--- config.mk ---
export PLATFORM = sky130hd
export DESIGN_NAME = uart_tx
export DESIGN_NICKNAME = d
export VERILOG_FILES = /design/src/rtl/uart_tx_pkg.sv /design/src/rtl/uart_tick_detect.sv /design/src/rtl/uart_tx.sv
export SDC_FILE = /design/constraint.sdc
export NUM_CORES = 1
export LEC_CHECK = 0
export CORE_UTILIZATION = 55
export CTS_CLUSTER_DIAMETER = 120
export DETAILED_ROUTE_END_ITERATION = 16
export PLACE_DENSITY_LB_ADDON = 0.1
export SETUP_SLACK_MARGIN = 0.5
export SYNTH_ARGS = -nofsm -noshare
export SYNTH_HDL_FRONTEND = slang
export SYNTH_HIERARCHICAL = 1
export SYNTH_SLANG_ARGS = --single-unit
--- constraint.sdc ---
create_clock -name clock -period 3.7 [get_ports clock]
set_input_delay 0.74 -clock clock [delete_from_list [all_inputs] [get_ports clock]]
set_output_delay 0.74 -clock clock [all_outputs]
set_load 0.01 [all_outputs]
--- src/rtl/uart_tx_pkg.sv ---
// -----------------------------------------------------------------------------
// uart_tx_pkg
// Shared definitions for the UART transmitter: the FSM state encoding and a
// parity helper. The optional parity stage is compiled in only when the macro
// UART_PARITY_EN is defined; the state encoding stays the same either way so
// that state values read identically in both builds.
// -----------------------------------------------------------------------------
package uart_tx_pkg;

    // Widest data word the transmitter supports; the parity helper works on
    // this width and callers zero-extend narrower words.
    localparam int MAX_DATA_WIDTH = 9;

    // Transmitter states, in frame order. ST_PARITY is only ever entered when
    // the parity stage is compiled in.
    typedef enum logic [2:0] {
        ST_IDLE   = 3'd0,
        ST_WAIT   = 3'd1,
        ST_START  = 3'd2,
        ST_DATA   = 3'd3,
        ST_PARITY = 3'd4,
        ST_STOP   = 3'd5
    } tx_state_e;

    // Even parity is the XOR of all data bits; odd parity is its inverse.
    // Zero-extension of narrow words does not change the result.
    function automatic logic calc_parity(input logic [MAX_DATA_WIDTH-1:0] data,
                                         input logic                      odd);
        return (^data) ^ odd;
    endfunction

endpackage

--- src/rtl/uart_tick_detect.sv ---
// -----------------------------------------------------------------------------
// uart_tick_detect
// Registers the baud-rate square wave and produces a one-clock pulse on each
// of its rising edges. The baud wave is generated from the same system clock,
// so it is sampled directly without a synchroniser.
//
// Ports
//   clock    in  system clock
//   reset    in  asynchronous, active-high reset
//   i_u_clk  in  baud-rate square wave
//   o_tick   out one-cycle pulse, high while i_u_clk is high and was low last cycle
// -----------------------------------------------------------------------------
module uart_tick_detect (
    input  logic clock,
    input  logic reset,
    input  logic i_u_clk,
    output logic o_tick
);

    logic u_clk_q;

    // Remember last cycle's level of the baud wave so a rising edge can be
    // recognised combinationally in the current cycle.
    always_ff @(posedge clock or posedge reset) begin
        if (reset) begin
            u_clk_q <= 1'b0;
        end else begin
            u_clk_q <= i_u_clk;
        end
    end

    assign o_tick = i_u_clk & ~u_clk_q;

endmodule

--- src/rtl/uart_tx.sv ---
// -----------------------------------------------------------------------------
// uart_tx
// Serial UART transmitter. Accepts one parallel word per valid/ready handshake
// and sends it as a start bit, the data bits LSB first, an optional parity bit
// and P_STOP_BITS stop bits. Every bit boundary is a rising edge of i_u_clk;
// o_tx changes on the clock after the cycle in which that edge is seen.
//
// Configuration macro: UART_PARITY_EN
//   defined   - a parity bit (even or odd per P_PARITY_ODD) follows the data
//   undefined - no parity stage; P_PARITY_ODD has no effect
//
// Parameters
//   P_DATA_WIDTH  data bits per frame (5..9)
//   P_STOP_BITS   stop bits per frame (1 or 2)
//   P_PARITY_ODD  0 = even parity, 1 = odd parity
//
// Ports
//   clock       in  system clock
//   reset       in  asynchronous, active-high reset; aborts any frame
//   i_u_clk     in  baud-rate square wave from the baud generator
//   i_tx_data   in  word to send
//   i_tx_valid  in  i_tx_data is valid
//   o_tx_ready  out a word can be accepted this cycle
//   o_tx        out serial line, idles high
//   o_tx_busy   out frame in progress
//   o_tx_done   out one-cycle pulse when the last stop bit ends
// -----------------------------------------------------------------------------
module uart_tx
    import uart_tx_pkg::*;
#(
    parameter int P_DATA_WIDTH = 8,
    parameter int P_STOP_BITS  = 1,
    parameter int P_PARITY_ODD = 0
) (
    input  logic                    clock,
    input  logic                    reset,
    input  logic                    i_u_clk,
    input  logic [P_DATA_WIDTH-1:0] i_tx_data,
    input  logic                    i_tx_valid,
    output logic                    o_tx_ready,
    output logic                    o_tx,
    output logic                    o_tx_busy,
    output logic                    o_tx_done
);

    localparam int BIT_CNT_W = (P_DATA_WIDTH > 1) ? $clog2(P_DATA_WIDTH) : 1;
    localparam logic [BIT_CNT_W-1:0] LAST_BIT  = BIT_CNT_W'(P_DATA_WIDTH - 1);
    localparam logic [1:0]           LAST_STOP = 2'(P_STOP_BITS - 1);

    logic                    tick;
    tx_state_e               state_q;
    logic [P_DATA_WIDTH-1:0] shift_q;
    logic [BIT_CNT_W-1:0]    bit_cnt_q;
    logic [1:0]              stop_cnt_q;
    logic                    tx_q;
    logic                    ready_q;
    logic                    busy_q;
    logic                    done_q;
`ifdef UART_PARITY_EN
    logic                    par_q;
`endif

    uart_tick_detect u_tick_detect (
        .clock   (clock),
        .reset   (reset),
        .i_u_clk (i_u_clk),
        .o_tick  (tick)
    );

    // Whole frame sequencer. All outputs are registered here so the serial
    // line only ever changes on the clock after a baud tick. WAIT exists so
    // that a tick landing on the accept cycle is ignored and the start bit
    // always begins on a clean bit boundary. bit_cnt stops at the last data
    // bit instead of wrapping, and the shift register keeps the next bit to
    // send in position 0. done is a pulse, so it falls back to 0 by default.
    always_ff @(posedge clock or posedge reset) begin
        if (reset) begin
            state_q    <= ST_IDLE;
            shift_q    <= '0;
            bit_cnt_q  <= '0;
            stop_cnt_q <= '0;
            tx_q       <= 1'b1;
            ready_q    <= 1'b1;
            busy_q     <= 1'b0;
            done_q     <= 1'b0;
`ifdef UART_PARITY_EN
            par_q      <= 1'b0;
`endif
        end else begin
            done_q <= 1'b0;
            case (state_q)
                ST_IDLE: begin
                    if (i_tx_valid && ready_q) begin
                        shift_q <= i_tx_data;
`ifdef UART_PARITY_EN
                        par_q   <= calc_parity(MAX_DATA_WIDTH'(i_tx_data), P_PARITY_ODD != 0);
`endif
                        ready_q <= 1'b0;
                        busy_q  <= 1'b1;
                        state_q <= ST_WAIT;
                    end
                end
                ST_WAIT: begin
                    if (tick) begin
                        tx_q    <= 1'b0;
                        state_q <= ST_START;
                    end
                end
                ST_START: begin
                    if (tick) begin
                        tx_q      <= shift_q[0];
                        bit_cnt_q <= '0;
                        state_q   <= ST_DATA;
                    end
                end
                ST_DATA: begin
                    if (tick) begin
                        if (bit_cnt_q == LAST_BIT) begin
`ifdef UART_PARITY_EN
                            tx_q    <= par_q;
                            state_q <= ST_PARITY;
`else
                            tx_q       <= 1'b1;
                            stop_cnt_q <= '0;
                            state_q    <= ST_STOP;
`endif
                        end else begin
                            shift_q   <= {1'b0, shift_q[P_DATA_WIDTH-1:1]};
                            tx_q      <= shift_q[1];
                            bit_cnt_q <= bit_cnt_q + 1'b1;
                        end
                    end
                end
`ifdef UART_PARITY_EN
                ST_PARITY: begin
                    if (tick) begin
                        tx_q       <= 1'b1;
                        stop_cnt_q <= '0;
                        state_q    <= ST_STOP;
                    end
                end
`endif
                ST_STOP: begin
                    if (tick) begin
                        if (stop_cnt_q == LAST_STOP) begin
                            stop_cnt_q <= '0;
                            done_q     <= 1'b1;
                            ready_q    <= 1'b1;
                            busy_q     <= 1'b0;
                            state_q    <= ST_IDLE;
                        end else begin
                            stop_cnt_q <= stop_cnt_q + 1'b1;
                        end
                    end
                end
                default: begin
                    state_q <= ST_IDLE;
                end
            endcase
        end
    end

    assign o_tx       = tx_q;
    assign o_tx_ready = ready_q;
    assign o_tx_busy  = busy_q;
    assign o_tx_done  = done_q;

endmodule

==> results by group, run 1 <==
Floorplanning
  • Die area: 0.00233 mm²
  • Die Width: 48.2 µm
  • Core footprint: 0.00198 mm²
  • IO Pins: 16
  • Starting Density: 59.3%
  • Die Y: 48.2 µm
  • Site row count: 16

Routing
  • WL/cell: 13.1 µm
  • Routed vias: 770
  • First-pass iteration count of the detailed router: 4
  • Top routing layer used: met4
  • Vias per cell: 5.38
  • DR WL met2: 873 µm
  • Drc violations: 0
  • Antenna Nets Post-Route: 0
  • Iteration-0 DRC Markers: 4
  • DRT met1 WL: 936 µm
  • DR WL met3: 34 µm
  • Routed WL: 1.88 mm

CTS
  • Clk buf depth: 2
  • Clock Pin Slew Worst Setup and Hold Paths: 0.10 ns
  • Num CTS Buffers: 3
  • # resized after CTS: 0
  • Post-CTS setup buffers: 0
  • # hold bufs at CTS: 0
  • Sink Count: 21
  • Clk_lat worst skew: 0.30 ns
  • H-tree depth: 1
  • Clock root cell: clkbuf_4
  • TritonCTS clock tree: built

Setup path
  • CP Capture Type: flip-flop
  • Reg2reg start: bit_cnt_q[0]
  • Crit. Startpoint: i_u_clk
  • Crit-path max FO: 16
  • Critical path class: in -> reg
  • Critical path required time: 3.91 ns
  • Crit path launch type: input pin
  • Crit path DAT: 2.39 ns
  • Reg2Reg Setup Slack: just under 2 ns

Final layout
  • Most common cell after layout, fill and taps aside: dfrtp_1
  • Final Net Count: 134
  • Commonest cells after routing, fill and taps aside: 19 x dfrtp_1, 15 x clkdlybuf4s50_1, 9 x nand2b_1
  • Layout cells sized above 1: 11.2%
  • Final Core Density: 68.2%
  • Synthesis-to-finish area growth: 14.9%
  • Antenna Cells: 0

GRT
  • Congestion Overflow GR: 0
  • Largest net degree at the start of global routing: 21
  • Total GRT Usage: 18.9%
  • Antenna violations before repair: 0
  • Vias in the first global route: 702
  • First-pass GRT wire length: roughly 3.0 mm

STA
  • Final TNS setup: 0 ns
  • Max frequency: around 460 MHz
  • Min Tclk post-route: 2.18 ns
  • RSZ-0062 raised after global routing: no
  • Setup violators final: 0
  • Max Transition Viols Final: 0
  • Worst Skew: 0.0130 ns
  • Least-Margin Pin Slew: 0.763 ns
  • Endpoints failing hold: 0
  • Final worst-path cycle share: 58.8%
  • Worst slew margin: 49.0%

Flow run
  • Max-cap violation count: 0

Logic synthesis
  • Synth Register Bits: 21
  • Synth Area in Compound Gates: 18.5%
  • Post-Synth Adder-Cell Area: 5.32%
  • Cell Area, Synth: 0.00118 mm²
  • Post-Syn Nets: 119
  • Main combinational cell family by area after synthesis: simple AND/OR/NAND/NOR gates
  • Post-Synth XOR/XNOR Area: 0%
  • Average size of a mapped cell: 11.5 µm²
  • Ys Warns: 6
  • Number of distinct library cells after synthesis: 40
  • Seq/Total Area, Yosys: 44.9%
  • Cells after Synth: slightly above 100
  • Simple-gate share of the synthesized area: between 10% and 20%
  • Mux cell area share after synthesis: 6.91%

Placement
  • Detailed Place HPWL: about 1.4 mm
  • Final estimated routing congestion in global placement: 0.750
  • Port buffer count: 15

Worst hold path
  • Worst hold path type: reg -> reg
  • Hold Path Origin: o_tx_busy

Pwr
  • Power per cell area: 688 mW/mm²
  • Peak VDD IR: 0.395 mV
  • Static leakage: 0.632 nW

Run status
  • Status: finished, final reports clean
final cells by class:
cell class	instances	area, µm²
inverter	8	30.0
multi-input combinational	68	583
clock buffer	4	26.3
sequential	21	528
fill	143	631
tap	27	33.8
timing repair buffer	15	150
final timing paths:
kind	end	cells past startpoint
min in group asynchronous	u_tick_detect/u_clk_q	2
min reg2reg	o_tx_busy	2
max	shift_q[1]	5
min	o_tx_busy	2
max in group asynchronous	state_q[1]	2
max reg2reg	shift_q[1]	5
metal layers:
metal | vias to the layer above | global-route usage, %
li1 | 392 | -
met1 | 363 | 25.1
met2 | 11 | 30.1
met3 | 4 | 3.33
met4 | 0 | 8.33
met5 | - | 0
synthesized netlist by cell type, drive strengths merged:
cell type,instances,area (µm²)
and2,2,15.0
nand2b,9,56.3
a2bb2oi,7,61.3
inv,8,30.0
and3b,1,8.76
nor2b,2,20.0
buf,3,17.5
dfrtp,19,475
o21ai,2,10.0
a21boi,1,7.51
a41o,1,10.0
nand2,3,11.3
o22ai,1,6.26
o31ai,2,15.0
ha,5,62.6
a22o,2,17.5
clkbuf,2,17.5
and3,1,6.26
mux2,1,11.3
nor2,4,15.0
dfstp,2,52.6
a221oi,1,26.3
a21o,1,7.51
o2bb2ai,1,8.76
a21oi,5,28.8
nor4b,1,8.76
o21bai,1,7.51
nand4,1,6.26
o221a,1,11.3
nand3b,2,27.5
or3b,1,8.76
nand4bb,1,27.5
mux2i,7,70.1
and4b,1,10.0
flip-flops by register name (all words and copies together), names as in the netlist:
register,cells
o_tx_done,1
o_tx,1
u_tick_detect/u_clk_q,1
o_tx_busy,1
bit_cnt_q,3
o_tx_ready,1
stop_cnt_q,2
shift_q,8
state_q,3
where the power goes:
part | leakage [nW] | switching, W | total [W] | internal, W
clock | 0.0150 | 0.0000650 | 0.000107 | 0.0000419
combinational | 0.378 | 0.000184 | 0.000430 | 0.000246
sequential | 0.238 | 0.0000728 | 0.000393 | 0.000320
total | 0.632 | 0.000322 | 0.000930 | 0.000608
worst max-delay path, stage by stage:
cell	delay (ns)
clkdlybuf4s50_1	0.48
nor2b_4	0.34
inv_1	0.14
a221oi_4	0.47
a2bb2oi_1	0.21
metrics by stage:
stage | total power (W) | std cells | setup WS (ns) | hold WS, ns | instance area [µm²]
after floorplan | 0.000754 | 102 | 2.01 | 0.469 | 1180
after global placement | 0.000817 | 139 | 1.28 | 0.489 | 1330
after detailed placement | 0.000833 | 139 | 1.20 | 0.488 | 1330
after CTS | 0.000940 | 143 | 1.50 | 0.519 | 1350
after global routing | 0.00101 | 143 | 1.39 | 0.536 | 1350
final | 0.000930 | 143 | 1.52 | 0.510 | 1350
cell families (layout without fill, tap and decap cells):
group           after synthesis  after routing
compound gates               26             26
fa+ha+maj                     5              5
buf+inv                      13             27
flops                        21             21
mux                           8              8
simple gates                 29             29
Power figures use the tool's default switching activity.
==> run 2, diff against run 1 <==
- CORE_ASPECT_RATIO: default -> 0.6
- CORE_UTILIZATION: 55 -> 48
- clock period: 3.7 -> 1.99 ns (I/O delays scaled with it)
==> run 2 against run 1 <==
Against the previous run: die area up 14%; power up 150%; final cell count up 15%; highest routed layer unchanged; clock-buffer cell count down 1; combinational power rose to 3.1 times the previous value.
==> results by group, run 2 (synthesized netlist as in run 1, its figures left out) <==
CTS
  • Clk_lat worst skew: ~0.26 ns
  • Num CTS Buffers: 3
  • Clock root cell: clkbuf_8
  • TritonCTS clock tree: built
  • # hold bufs at CTS: 0
  • Clk buf depth: 2
  • H-tree depth: 1
  • Clock Pin Slew Worst Setup and Hold Paths: 0.08 ns
  • Sink Count: 21

Setup path
  • CP Capture Type: flip-flop
  • Crit-path max FO: 5
  • Crit path DAT: 1.79 ns
  • Critical path required time: around 2.2 ns
  • Critical path class: reg -> reg
  • Crit path launch type: flip-flop

Floorplanning
  • Site row count: 13
  • Die area: 0.00266 mm²
  • Die Y: just over 40 µm
  • Starting Density: 52.4%
  • Die Width: 65.9 µm
  • Core footprint: 0.00224 mm²
  • IO Pins: 16

Final layout
  • Number of flip-flops in the largest register: 8
  • # fillers: around 150
  • Antenna Cells: 0
  • Largest regs: shift_q x8, bit_cnt_q x3, state_q x3
  • Final Net Count: ~150
  • Most common cell after layout, fill and taps aside: dfrtp_1
  • Layout cells sized above 1: 35.6%
  • Commonest cells after routing, fill and taps aside: 19 x dfrtp_1, 11 x buf_4, 10 x clkdlybuf4s50_1
  • Biggest register: shift_q
  • Final Core Density: between 70% and 80%
  • Synthesis-to-finish area growth: 39.1%

Worst hold path
  • Worst hold path type: in -> async

GRT
  • Largest net degree at the start of global routing: 21
  • Total GRT Usage: a little over a fifth
  • Vias in the first global route: about 830
  • Antenna violations before repair: 0
  • Congestion Overflow GR: 0
  • First-pass GRT wire length: 3.96 mm

STA
  • Worst slew margin: about three quarters
  • Endpoints failing hold: 0
  • RSZ-0062 raised after global routing: yes
  • Worst Skew: about 0.0046 ns
  • Final TNS setup: 0 ns
  • Final worst-path cycle share: 80.0%
  • Max frequency: approximately 630 MHz
  • Max Transition Viols Final: 0
  • Min Tclk post-route: 1.59 ns
  • Setup violators final: 0
  • Least-Margin Pin Slew: 0.357 ns

Routing
  • Routed vias: 893
  • Drc violations: 0
  • First-pass iteration count of the detailed router: 4
  • WL/cell: ~15 µm
  • Vias per cell: 5.41
  • Routed WL: 2.48 mm
  • Antenna Nets Post-Route: 0
  • Iteration-0 DRC Markers: 55

Pwr
  • Power per cell area: 1420 mW/mm²
  • Static leakage: 0.772 nW
  • Clock power frac: 12.2%
  • Int Power: approximately 0.0015 W
  • Logic pwr share: 57.1%
  • Sw frac: a little over a third
  • Switching power: roughly 0.00081 W
  • Flop pwr share: a little under a third
  • Peak VDD IR: ~0.73 mV

Flow run
  • Max-cap violation count: 0

Placement
  • Port buffer count: 15
  • Detailed Place HPWL: 1.55 mm
  • Final estimated routing congestion in global placement: 0.776

Run status
  • Status: finished, final reports clean
## run 2: power groups by stage
stage	registers (W)	clock network (W)	logic (W)
6_report	0.000711	0.000284	0.00133
4_1_cts	0.000709	0.000291	0.00130
5_1_grt	0.000734	0.000306	0.00142
3_5_place_dp	0.000707	0	0.000917
3_3_place_gp	0.000701	0	0.000876
2_1_floorplan	0.000685	0	0.000734
## run 2: worst paths after layout
path,start,to,slack [ns],cells after the start
worst max register to register,bit_cnt_q[1],shift_q[5],0.40,6
worst max-delay path,bit_cnt_q[1],shift_q[5],0.40,6
max in group asynchronous,reset,o_tx,1.23,3
min in group clock,i_u_clk,u_tick_detect/u_clk_q,0.39,1
worst min register to register,shift_q[7],shift_q[7],0.52,2
worst min-delay path,reset,u_tick_detect/u_clk_q,0.29,2
## run 2: repair_timing
item / 4_1_cts / 5_1_grt
resized for setup: 23 / 3
pin swaps: 4 / 1
cloned: 0 / 0
setup buffers: 11 / 1
setup endpoints to repair: 17 / 11
## run 2: routing by layer
layer	GRT usage, %	vias to the layer above	share of wire [%]
li1	-	435	-
met5	0	-	0
met2	35.5	22	46
met4	6.52	0	0.52
met3	5.11	2	3.9
met1	28.6	434	50
## run 2: critical path, stage by stage (launching register included)
cell,delay [ns]
dfrtp_1,0.38
ha_2,0.21
ha_4,0.16
nand3b_4,0.17
a221oi_4,0.29
buf_6,0.18
a2bb2oi_2,0.14
## run 2: layout make-up
class | instances | area, µm² | area share [%]
clock inverters | 1 | 5.00 | 0.306
inverters | 8 | 30.0 | 1.83
well taps | 30 | 37.5 | 2.29
multi-input cells | 68 | 664 | 40.6
flip-flops and latches | 21 | 528 | 32.3
clock buffers | 3 | 41.3 | 2.52
repair buffers | 34 | 330 | 20.2
## run 2: through the flow
stage	instances	hold WS [ns]	power (W)	cell area, µm²	worst slack [ns]
after floorplan	102	0.127	0.00142	1190	0.487
after global placement	149	0.481	0.00158	1400	0.103
after detailed placement	149	0.488	0.00162	1400	0.0505
after CTS	164	0.282	0.00229	1630	0.422
after global routing	165	0.291	0.00246	1640	0.325
final	165	0.288	0.00232	1640	0.398
